===== src/rtl/cosim_constants_pkg.sv =====
// Width constants shared by the co-simulation capture logic.
package cosim_constants_pkg;

    localparam int unsigned XREG_W   = 64;
    localparam int unsigned FREG_W   = 64;
    localparam int unsigned SEQ_W    = 64;
    localparam int unsigned REG_ID_W = 12;

endpackage


===== src/rtl/cosim_pkg.sv =====
// Types exchanged between the core retire port and the co-simulation checker.
package cosim_pkg;

    import cosim_constants_pkg::*;

    typedef logic [XREG_W-1:0] reg_t;
    typedef logic [FREG_W-1:0] freg_t;

    typedef enum logic [1:0] {
        RegTypeX   = 2'd0,
        RegTypeF   = 2'd1,
        RegTypeCsr = 2'd2
    } reg_type_e;

    typedef struct packed {
        reg_type_e             kind;
        logic [REG_ID_W-1:0]   id;
    } reg_key_t;

    typedef struct packed {
        reg_key_t key;
        freg_t    value;
    } commit_log_reg_item_t;

    // seq is always SEQ_W wide; narrower counters are zero-extended into it.
    typedef struct packed {
        logic [SEQ_W-1:0] seq;
        reg_t             pc;
        logic             rd_we;
        reg_key_t         key;
        freg_t            value;
    } commit_entry_t;

endpackage


===== src/rtl/cosim_sync_fifo.sv =====
// Generic synchronous FIFO with a registered head and clear.
// Output data is zero whenever the FIFO is empty.
module cosim_sync_fifo #(
    parameter type         T     = logic [7:0],
    parameter int unsigned Depth = 16,
    localparam int unsigned PtrW = $clog2(Depth),
    localparam int unsigned CntW = PtrW + 1
) (
    input  logic            clk_i,
    input  logic            rst_i,
    input  logic            clr_i,
    input  logic            wr_valid_i,
    output logic            wr_ready_o,
    input  T                wr_data_i,
    output logic            rd_valid_o,
    input  logic            rd_ready_i,
    output T                rd_data_o,
    output logic [CntW-1:0] level_o
);

    logic [PtrW-1:0] wr_ptr_q;
    logic [PtrW-1:0] rd_ptr_q;
    logic [CntW-1:0] count_q;
    T                mem_q [Depth];

    logic full;
    logic empty;
    logic push;
    logic pop;

    assign full  = (count_q == CntW'(Depth));
    assign empty = (count_q == '0);
    // Clear overrides any transfer in the same cycle.
    assign push  = wr_valid_i && !full && !clr_i;
    assign pop   = rd_ready_i && !empty && !clr_i;

    assign wr_ready_o = !full;
    assign rd_valid_o = !empty;
    assign level_o    = count_q;

    // Pointer and occupancy bookkeeping; Depth is a power of two so pointers wrap naturally.
    always_ff @(posedge clk_i) begin
        if (rst_i || clr_i) begin
            wr_ptr_q <= '0;
            rd_ptr_q <= '0;
            count_q  <= '0;
        end else begin
            if (push) begin
                wr_ptr_q <= wr_ptr_q + PtrW'(1);
            end
            if (pop) begin
                rd_ptr_q <= rd_ptr_q + PtrW'(1);
            end
            if (push && !pop) begin
                count_q <= count_q + CntW'(1);
            end else if (pop && !push) begin
                count_q <= count_q - CntW'(1);
            end
        end
    end

    // Storage write; contents need no reset because the head is masked when empty.
    always_ff @(posedge clk_i) begin
        if (push) begin
            mem_q[wr_ptr_q] <= wr_data_i;
        end
    end

    // Head read from registered storage, forced to zero when nothing is buffered.
    always_comb begin
        rd_data_o = '0;
        if (!empty) begin
            rd_data_o = mem_q[rd_ptr_q];
        end
    end

endmodule


===== src/rtl/cosim_commit_fifo.sv =====
// Capture stage between the core retire port and the co-simulation checker.
// Tags each retirement with a sequence number, buffers it, and flags drops.
module cosim_commit_fifo
    import cosim_pkg::*;
#(
    parameter int unsigned Depth = 16,
    parameter int unsigned SeqW  = 64
) (
    input  logic                     clk_i,
    input  logic                     rst_i,
    input  logic                     commit_valid_i,
    output logic                     commit_ready_o,
    input  reg_t                     commit_pc_i,
    input  logic                     commit_rd_we_i,
    input  reg_key_t                 commit_rd_key_i,
    input  freg_t                    commit_rd_value_i,
    input  logic                     flush_i,
    output logic                     out_valid_o,
    input  logic                     out_ready_i,
    output commit_entry_t            out_entry_o,
    output logic [$clog2(Depth):0]   level_o,
    output logic                     overflow_o
);

    localparam int unsigned EntrySeqW = $bits(out_entry_o.seq);

    logic [SeqW-1:0] seq_q;
    logic            overflow_q;
    commit_entry_t   wr_entry;

    // Sequence advances on every retirement so the checker can see gaps for lost ones.
    always_ff @(posedge clk_i) begin
        if (rst_i) begin
            seq_q <= '0;
        end else if (commit_valid_i) begin
            seq_q <= seq_q + SeqW'(1);
        end
    end

    // Sticky drop flag; a retirement arriving during flush is discarded, not dropped.
    always_ff @(posedge clk_i) begin
        if (rst_i) begin
            overflow_q <= 1'b0;
        end else if (commit_valid_i && !commit_ready_o && !flush_i) begin
            overflow_q <= 1'b1;
        end
    end

    // Build the stored entry; key and value are meaningless without a register write.
    always_comb begin
        wr_entry       = '0;
        wr_entry.seq   = EntrySeqW'(seq_q);
        wr_entry.pc    = commit_pc_i;
        wr_entry.rd_we = commit_rd_we_i;
        if (commit_rd_we_i) begin
            wr_entry.key   = commit_rd_key_i;
            wr_entry.value = commit_rd_value_i;
        end
    end

    assign overflow_o = overflow_q;

    cosim_sync_fifo #(
        .T     (commit_entry_t),
        .Depth (Depth)
    ) u_fifo (
        .clk_i      (clk_i),
        .rst_i      (rst_i),
        .clr_i      (flush_i),
        .wr_valid_i (commit_valid_i),
        .wr_ready_o (commit_ready_o),
        .wr_data_i  (wr_entry),
        .rd_valid_o (out_valid_o),
        .rd_ready_i (out_ready_i),
        .rd_data_o  (out_entry_o),
        .level_o    (level_o)
    );

endmodule


===== config.mk =====
export PLATFORM = sky130hd
export DESIGN_NAME = cosim_commit_fifo
export DESIGN_NICKNAME = d
export VERILOG_FILES = /design/src/rtl/cosim_constants_pkg.sv /design/src/rtl/cosim_pkg.sv /design/src/rtl/cosim_sync_fifo.sv /design/src/rtl/cosim_commit_fifo.sv
export SDC_FILE = /design/constraint.sdc
export NUM_CORES = 2
export LEC_CHECK = 0
export ABC_CLOCK_PERIOD_IN_PS = 23400
export BUFFER_PORTS_ARGS = -buffer_cell sky130_fd_sc_hd__buf_4
export CAP_MARGIN = 40
export CELL_PAD_IN_SITES_DETAIL_PLACEMENT = 0
export CELL_PAD_IN_SITES_GLOBAL_PLACEMENT = 1
export CORE_MARGIN = 5
export CORE_UTILIZATION = 56
export CTS_CLUSTER_SIZE = 25
export DETAILED_ROUTE_END_ITERATION = 7
export PLACE_DENSITY = 0.86
export SYNTH_ARGS = -nofsm -noshare
export SYNTH_HDL_FRONTEND = slang
export SYNTH_SLANG_ARGS = --single-unit
export TNS_END_PERCENT = 30

===== constraint.sdc =====
create_clock -name clk_i -period 23.4 [get_ports clk_i]
set_input_delay 4.68 -clock clk_i [delete_from_list [all_inputs] [get_ports clk_i]]
set_output_delay 4.68 -clock clk_i [all_outputs]
set_load 0.01 [all_outputs]

## Yosys cells after proc, flatten, opt, wreduce, memory -nomap -nowiden

Memories as Yosys holds them, arrays and structs flattened. A register that Yosys moved wholly into a read port is not among the register bits.
Cells that the tools add are included.

- Flip-flop bits (word level): 78
- RAM bits: 3312
- Input bits: 148
- Output and inout bits: 215
- Logic and storage cells: 36
- Memories kept: 1

Memories:

| name | depth | width | rd ports | clocked after Yosys merged registers in | wr ports | line | source |
|---|---|---|---|---|---|---|---|
| u_fifo.mem_q | 16 | 207 | 1 | 1 | 1 | cosim_sync_fifo.sv:24 | `T mem_q [Depth];` |

- Add/subtract/negate cells: 5
- Equal/unequal tests: 1
- Multiplexer cells: 8
- Reduce and logical (&&, ||, !) cells: 16

Operator list:

| kind | count |
|---|---|
| $mux W207 | 1 |
| $mux W78 | 1 |
| $add A64 B1 Y64 const B | 1 |
| $mux W5 | 2 |
| $add A4 B1 Y4 const B | 2 |
| $logic_and A1 B1 Y1 | 8 |
| $mux W4 | 2 |
| $add A5 B1 Y5 const B | 1 |
| $eq A5 B5 Y1 const B | 1 |
| $logic_not A1 Y1 | 5 |
| $logic_not A5 Y1 | 1 |
| $sub A5 B1 Y5 const B | 1 |
| $mux W1 | 2 |
| $reduce_bool A2 Y1 | 1 |
| $logic_or A1 B1 Y1 | 1 |

## Logic depth before layout (Yosys ltp)

- Depth after elaboration: 8
- Depth in mapped cells: 12
- Depth with buffers taken out: 12

## Modules after synthesis

Synthesis repeated with hierarchy kept, for this count alone.

- Cells, all modules: 5612
- Area, all modules: 129497.9 um^2

By module, submodules not included:

| module | times used | cells each | area an instance (um^2) | seq. area each (um^2) |
|---|---|---|---|---|
| cosim_sync_fifo | 1 | 5155 | 125826.9 | 99795.7 |
| cosim_commit_fifo | 1 | 457 | 3671.0 | 1301.2 |

## Worst setup path before layout

OpenSTA, ideal clock, no wires.

- Path kind: input to register
- Start point: in commit_valid_i
- End point: mem u_fifo.mem_q[3][0] (netlist name) (enable)
- Library setup time: 1027 ps
- Arrival: 19526 ps
- Data required time: 22373 ps
- Setup slack: 2848 ps
- Cell stages on the path: 5
- Path buffers: 1
- Cells stage by stage: clkbuf_2 nand2b_1 a21oi_1 nand2_1 nor3_1

- Word-level cells in the longest chain between the ends: 4

RTL lines:

| what | line | source |
|---|---|---|
| from (decl) | cosim_commit_fifo.sv:11 | `input logic commit_valid_i,` |
| $logic_and A1 B1 Y1 (2 in a row) | cosim_sync_fifo.sv:34 | `assign push = wr_valid_i && !full && !clr_i;` |
| net u_fifo.push | cosim_sync_fifo.sv:28 | `logic push;` |
| $mux W1 | cosim_sync_fifo.sv:64 | `if (push) begin` |
| $mux W1 (implied by the code) | cosim_sync_fifo.sv:65 | `mem_q[wr_ptr_q] <= wr_data_i;` |
| to (decl) | cosim_sync_fifo.sv:24 |  |

The timed path passes the listed nets, and every way through them passes these cells.

==> metrics.md <==
| Metric | Value |
|---|---|
| Outcome | `finished, final reports clean` |
| PnR worst setup slack | `13.03 ns` |
| Grt met1 use | `35.3%` |
| Hold crit path type | `register to register` |
| Kind of start point of the critical path | `register` |
| Post-route ant nets | `0` |
| Global route total overflow | `0` |
| Start-to-end type of the worst setup path | `register to output pin` |
| Setup-violating endpoint count in the final report | `0` |
| Met2 GRT Util | `a little over two fifths` |
| Remaining DRCs | `0` |
| Post-synthesis register bit count | `3394` |
| Floorplan row count | `about 180` |
| Initial antenna violation count | `32` |
| Layout Area Growth over Synthesis | `14.2%` |
| Drt pass-1 iters | `5` |
| Sequence of cells on the critical path | `buf_4 > buf_16 > buf_4 > buf_4 > buf_16 > buf_4 > buf_16 > mux4_2 > mux4_2 > and2_1 > buf_4` |
| Count of hold-fix buffers inserted at cts | `0` |
| Largest net degree at the start of global routing | `181` |
| Yosys synthesis warning count | `0` |
| Largest stage delay on the critical path | `0.56 ns` |
| Num CTS Buffers | `between 300 and 400` |
| Via total after detailed routing | `61400` |
| Number of buffers on the longest clock path | `4` |
| Synth Area per Inst | `24.0 um^2` |
| DIE AREA | `0.241 mm^2` |
| Max-capacitance violation count | `0` |
| Htree depth | `5` |
| Area of the mapped netlist | `0.130 mm^2` |
| Startpoint of the worst register-to-register path | `u_fifo.level_o[0]$_SDFFE_PP0P_` |
| Post-layout minimum cycle time | `10.37 ns` |
| Global Route met3 Usage | `just under 6%` |
| Clock insertion delay at the later pin of the skew report | `a little under 1 ns` |
| Busiest metal layer after global routing | `met2` |
| Worst setup EP type | `output pin` |
| Via density | `6.60` |
| Count of flip-flops with a built-in enable after synthesis | `approximately 3300` |
| Setup total negative slack | `0 ns` |
| Net count of the mapped netlist | `5556` |
| Total power of the final layout | `12.4 mW` |
| Wire length per cell after detailed routing | `33.5 um` |
| Delay-heaviest family, CP | `buffers and inverters` |
| Total routing usage reported by global routing | `roughly 26%` |
| Critical path peak fanout | `42` |
| Worst slew margin relative to its limit | `approximately 11%` |
| Crit path arrival time | `5.69 ns` |
| First-pass GRT wire length | `454 mm` |
| Horizontal extent of the die | `491 um` |
| Buffers on Ports | `around 360` |
| WL final | `312 mm` |
| Source of the worst hold timing path | `u_fifo.rd_ptr_q[3]$_SDFFE_PP0P_` |
| Count of pins on the block boundary | `363` |
| Async S/R FF share, synth | `0%` |
| Number of unique standard cell types used by synthesis | `between 40 and 50` |
| Unrepaired setup endpoints after global routing | `false` |
| Number of hold violations in the final report | `0` |
| Cell types with the highest counts after synthesis | `sky130_fd_sc_hd__edfxtp_1 (3312), sky130_fd_sc_hd__mux4_2 (1035), sky130_fd_sc_hd__and2_1 (291)` |
| Post-Place Worst Slack | `between 10 and 15 ns` |
| Share of cells above drive strength 1 | `32.8%` |
| Core box area | `0.230 mm^2` |
| Transition time at the pin with the least slew margin | `1.33 ns` |
| Root Driver | `sky130_fd_sc_hd__clkbuf_16` |
| Number of cells upsized or downsized after cts | `0` |
| Pwr/cell area | `83.7 mW/mm^2` |
| CTS sink cnt | `between 3000 and 4000` |
| Detailed Place HPWL | `157 mm` |
| Clock tree from TritonCTS | `built` |
| Area share of the largest cell type after synthesis | `76.7%` |
| CP Data Required Time | `18.72 ns` |
| GP Congestion | `0.745` |
| Die Span Y | `a little under 500 um` |
| Crit path buf inv count | `8` |
| Max-slew violation count | `0` |
| Clock edge transition at the registers on the reported setup and hold paths | `0.06 ns` |
| Period utilisation layout | `44.3%` |
| Cell mode on critical path | `sky130_fd_sc_hd__buf_4` |
| Initial DRC Count | `~8000` |
| Sequential area share after synthesis | `around 80%` |
| Largest clock skew in the final design | `0.0685 ns` |
| Slowest cell on the critical path | `sky130_fd_sc_hd__dfxtp_4` |
| Nets | `6146` |
| Library cell with the highest instance count after synthesis | `sky130_fd_sc_hd__edfxtp_1` |
| Maximum vdd drop | `0.0000689 V` |
| Top cells by area in the synthesized netlist | `sky130_fd_sc_hd__edfxtp_1 (77%), sky130_fd_sc_hd__mux4_2 (18%), sky130_fd_sc_hd__and2_1 (1.4%), sky130_fd_sc_hd__dfxtp_1 (1.3%), sky130_fd_sc_hd__clkbuf_1 (0.51%)` |
| Cells after Synth | `5396` |
| Peak Freq | `96.4 MHz` |
| Starting density of the core | `56.3%` |
| Setup Fix Bufs, Post-CTS | `0` |
| Leakage | `approximately 45 nW` |
| Post-synthesis cell type with the largest combined area | `sky130_fd_sc_hd__edfxtp_1` |
| Via count of the first global-routing pass | `~64000` |
| Top flip-flop cell by instance count after synthesis | `sky130_fd_sc_hd__edfxtp_1` |
==> final cells by class <==
cell class	count	area (um^2)
diodes	22	55.1
clock buffers	427	9170
clock inverters	186	1440
fillers	14200	82100
inverters	13	48.8
multi-input cells	1707	27500
flip-flops and latches	3394	101000
well taps	3026	3790
repair buffers	520	5060
==> state kept, by name, indices dropped and copies added, names as in the netlist, named ones only <==
register	flops
u_fifo.rd_ptr_q	4
u_fifo.level_o	5
u_fifo.wr_ptr_q	4
seq_q	64
overflow_o	1
u_fifo.mem_q	3312
==> final timing paths <==
| kind | to | cells after the start | slack, ns |
|---|---|---|---|
| min reg2reg | register | 2 | 0.48 |
| max reg2reg | u_fifo.mem_q[2][122]$_DFFE_PP_ | 8 | 18.98 |
| min | register | 2 | 0.48 |
| max | out_entry_o[116] | 11 | 13.03 |
==> per-stage QoR <==
stage | std cells | cell area (um^2) | hold slack, ns | utilization [%]
after floorplan | 5396 | 130000 | 0.453 | -
after global placement | 8607 | 136000 | 0.465 | 59.1
after detailed placement | 8660 | 138000 | 0.473 | 59.7
after CTS | 9273 | 148000 | 0.481 | 64.3
after global routing | 9288 | 148000 | 0.520 | 64.3
final | 9295 | 148000 | 0.484 | 64.3
==> power by group <==
group | switching, mW | internal (mW) | total (mW)
clock | 2.23 | 3.00 | 5.23
combinational | 0.287 | 0.225 | 0.512
sequential | 0.00940 | 6.66 | 6.67
==> metal layers <==
metal | share of wire (%) | up-vias
met1 | 37 | 32700
met3 | 9.6 | 600
li1 | - | 24200
met5 | 0.037 | -
met4 | 3.8 | 16
met2 | 50 | 3808
==> cell usage in the layout (no fill, tap or decap), types with 5 or more instances in the layout <==
cell type	instances
sky130_fd_sc_hd__inv_6	11
sky130_fd_sc_hd__mux4_2	1035
sky130_fd_sc_hd__a21oi_1	32
sky130_fd_sc_hd__bufinv_16	20
sky130_fd_sc_hd__diode_2	22
sky130_fd_sc_hd__buf_4	453
sky130_fd_sc_hd__o21ba_2	5
sky130_fd_sc_hd__clkinv_2	54
sky130_fd_sc_hd__nand2_1	33
sky130_fd_sc_hd__nor3_1	10
sky130_fd_sc_hd__clkinv_4	6
sky130_fd_sc_hd__dfxtp_1	78
sky130_fd_sc_hd__nor4_1	19
sky130_fd_sc_hd__nor2_1	58
sky130_fd_sc_hd__and3_1	11
sky130_fd_sc_hd__buf_12	24
sky130_fd_sc_hd__inv_1	13
sky130_fd_sc_hd__nand3_1	26
sky130_fd_sc_hd__ha_1	11
sky130_fd_sc_hd__clkinvlp_4	11
sky130_fd_sc_hd__nand4_1	26
sky130_fd_sc_hd__and4_1	10
sky130_fd_sc_hd__nor2_4	12
sky130_fd_sc_hd__clkinv_1	83
sky130_fd_sc_hd__edfxtp_1	3312
sky130_fd_sc_hd__clkbuf_1	69
sky130_fd_sc_hd__o21ai_0	25
sky130_fd_sc_hd__or3_1	24
sky130_fd_sc_hd__and2_1	291
sky130_fd_sc_hd__xor2_1	19
sky130_fd_sc_hd__buf_16	43
sky130_fd_sc_hd__clkbuf_16	354
sky130_fd_sc_hd__xnor2_1	23
==> cells by family after synthesis <==
family	share of synthesized area [%]
compound gates	0.300
xor+xnor	0.284
fa+ha+maj	0.122
buf+inv	0.943
flops	77.9
mux	18.0
simple gates	2.43
==> tightest hold or removal path, stage by stage (launching register included) <==
cell and delay, ns:
sky130_fd_sc_hd__dfxtp_1 0.31, sky130_fd_sc_hd__o31ai_1 0.06, sky130_fd_sc_hd__a21oi_1 0.07
Note: power is estimated with default switching activity, not from simulation.
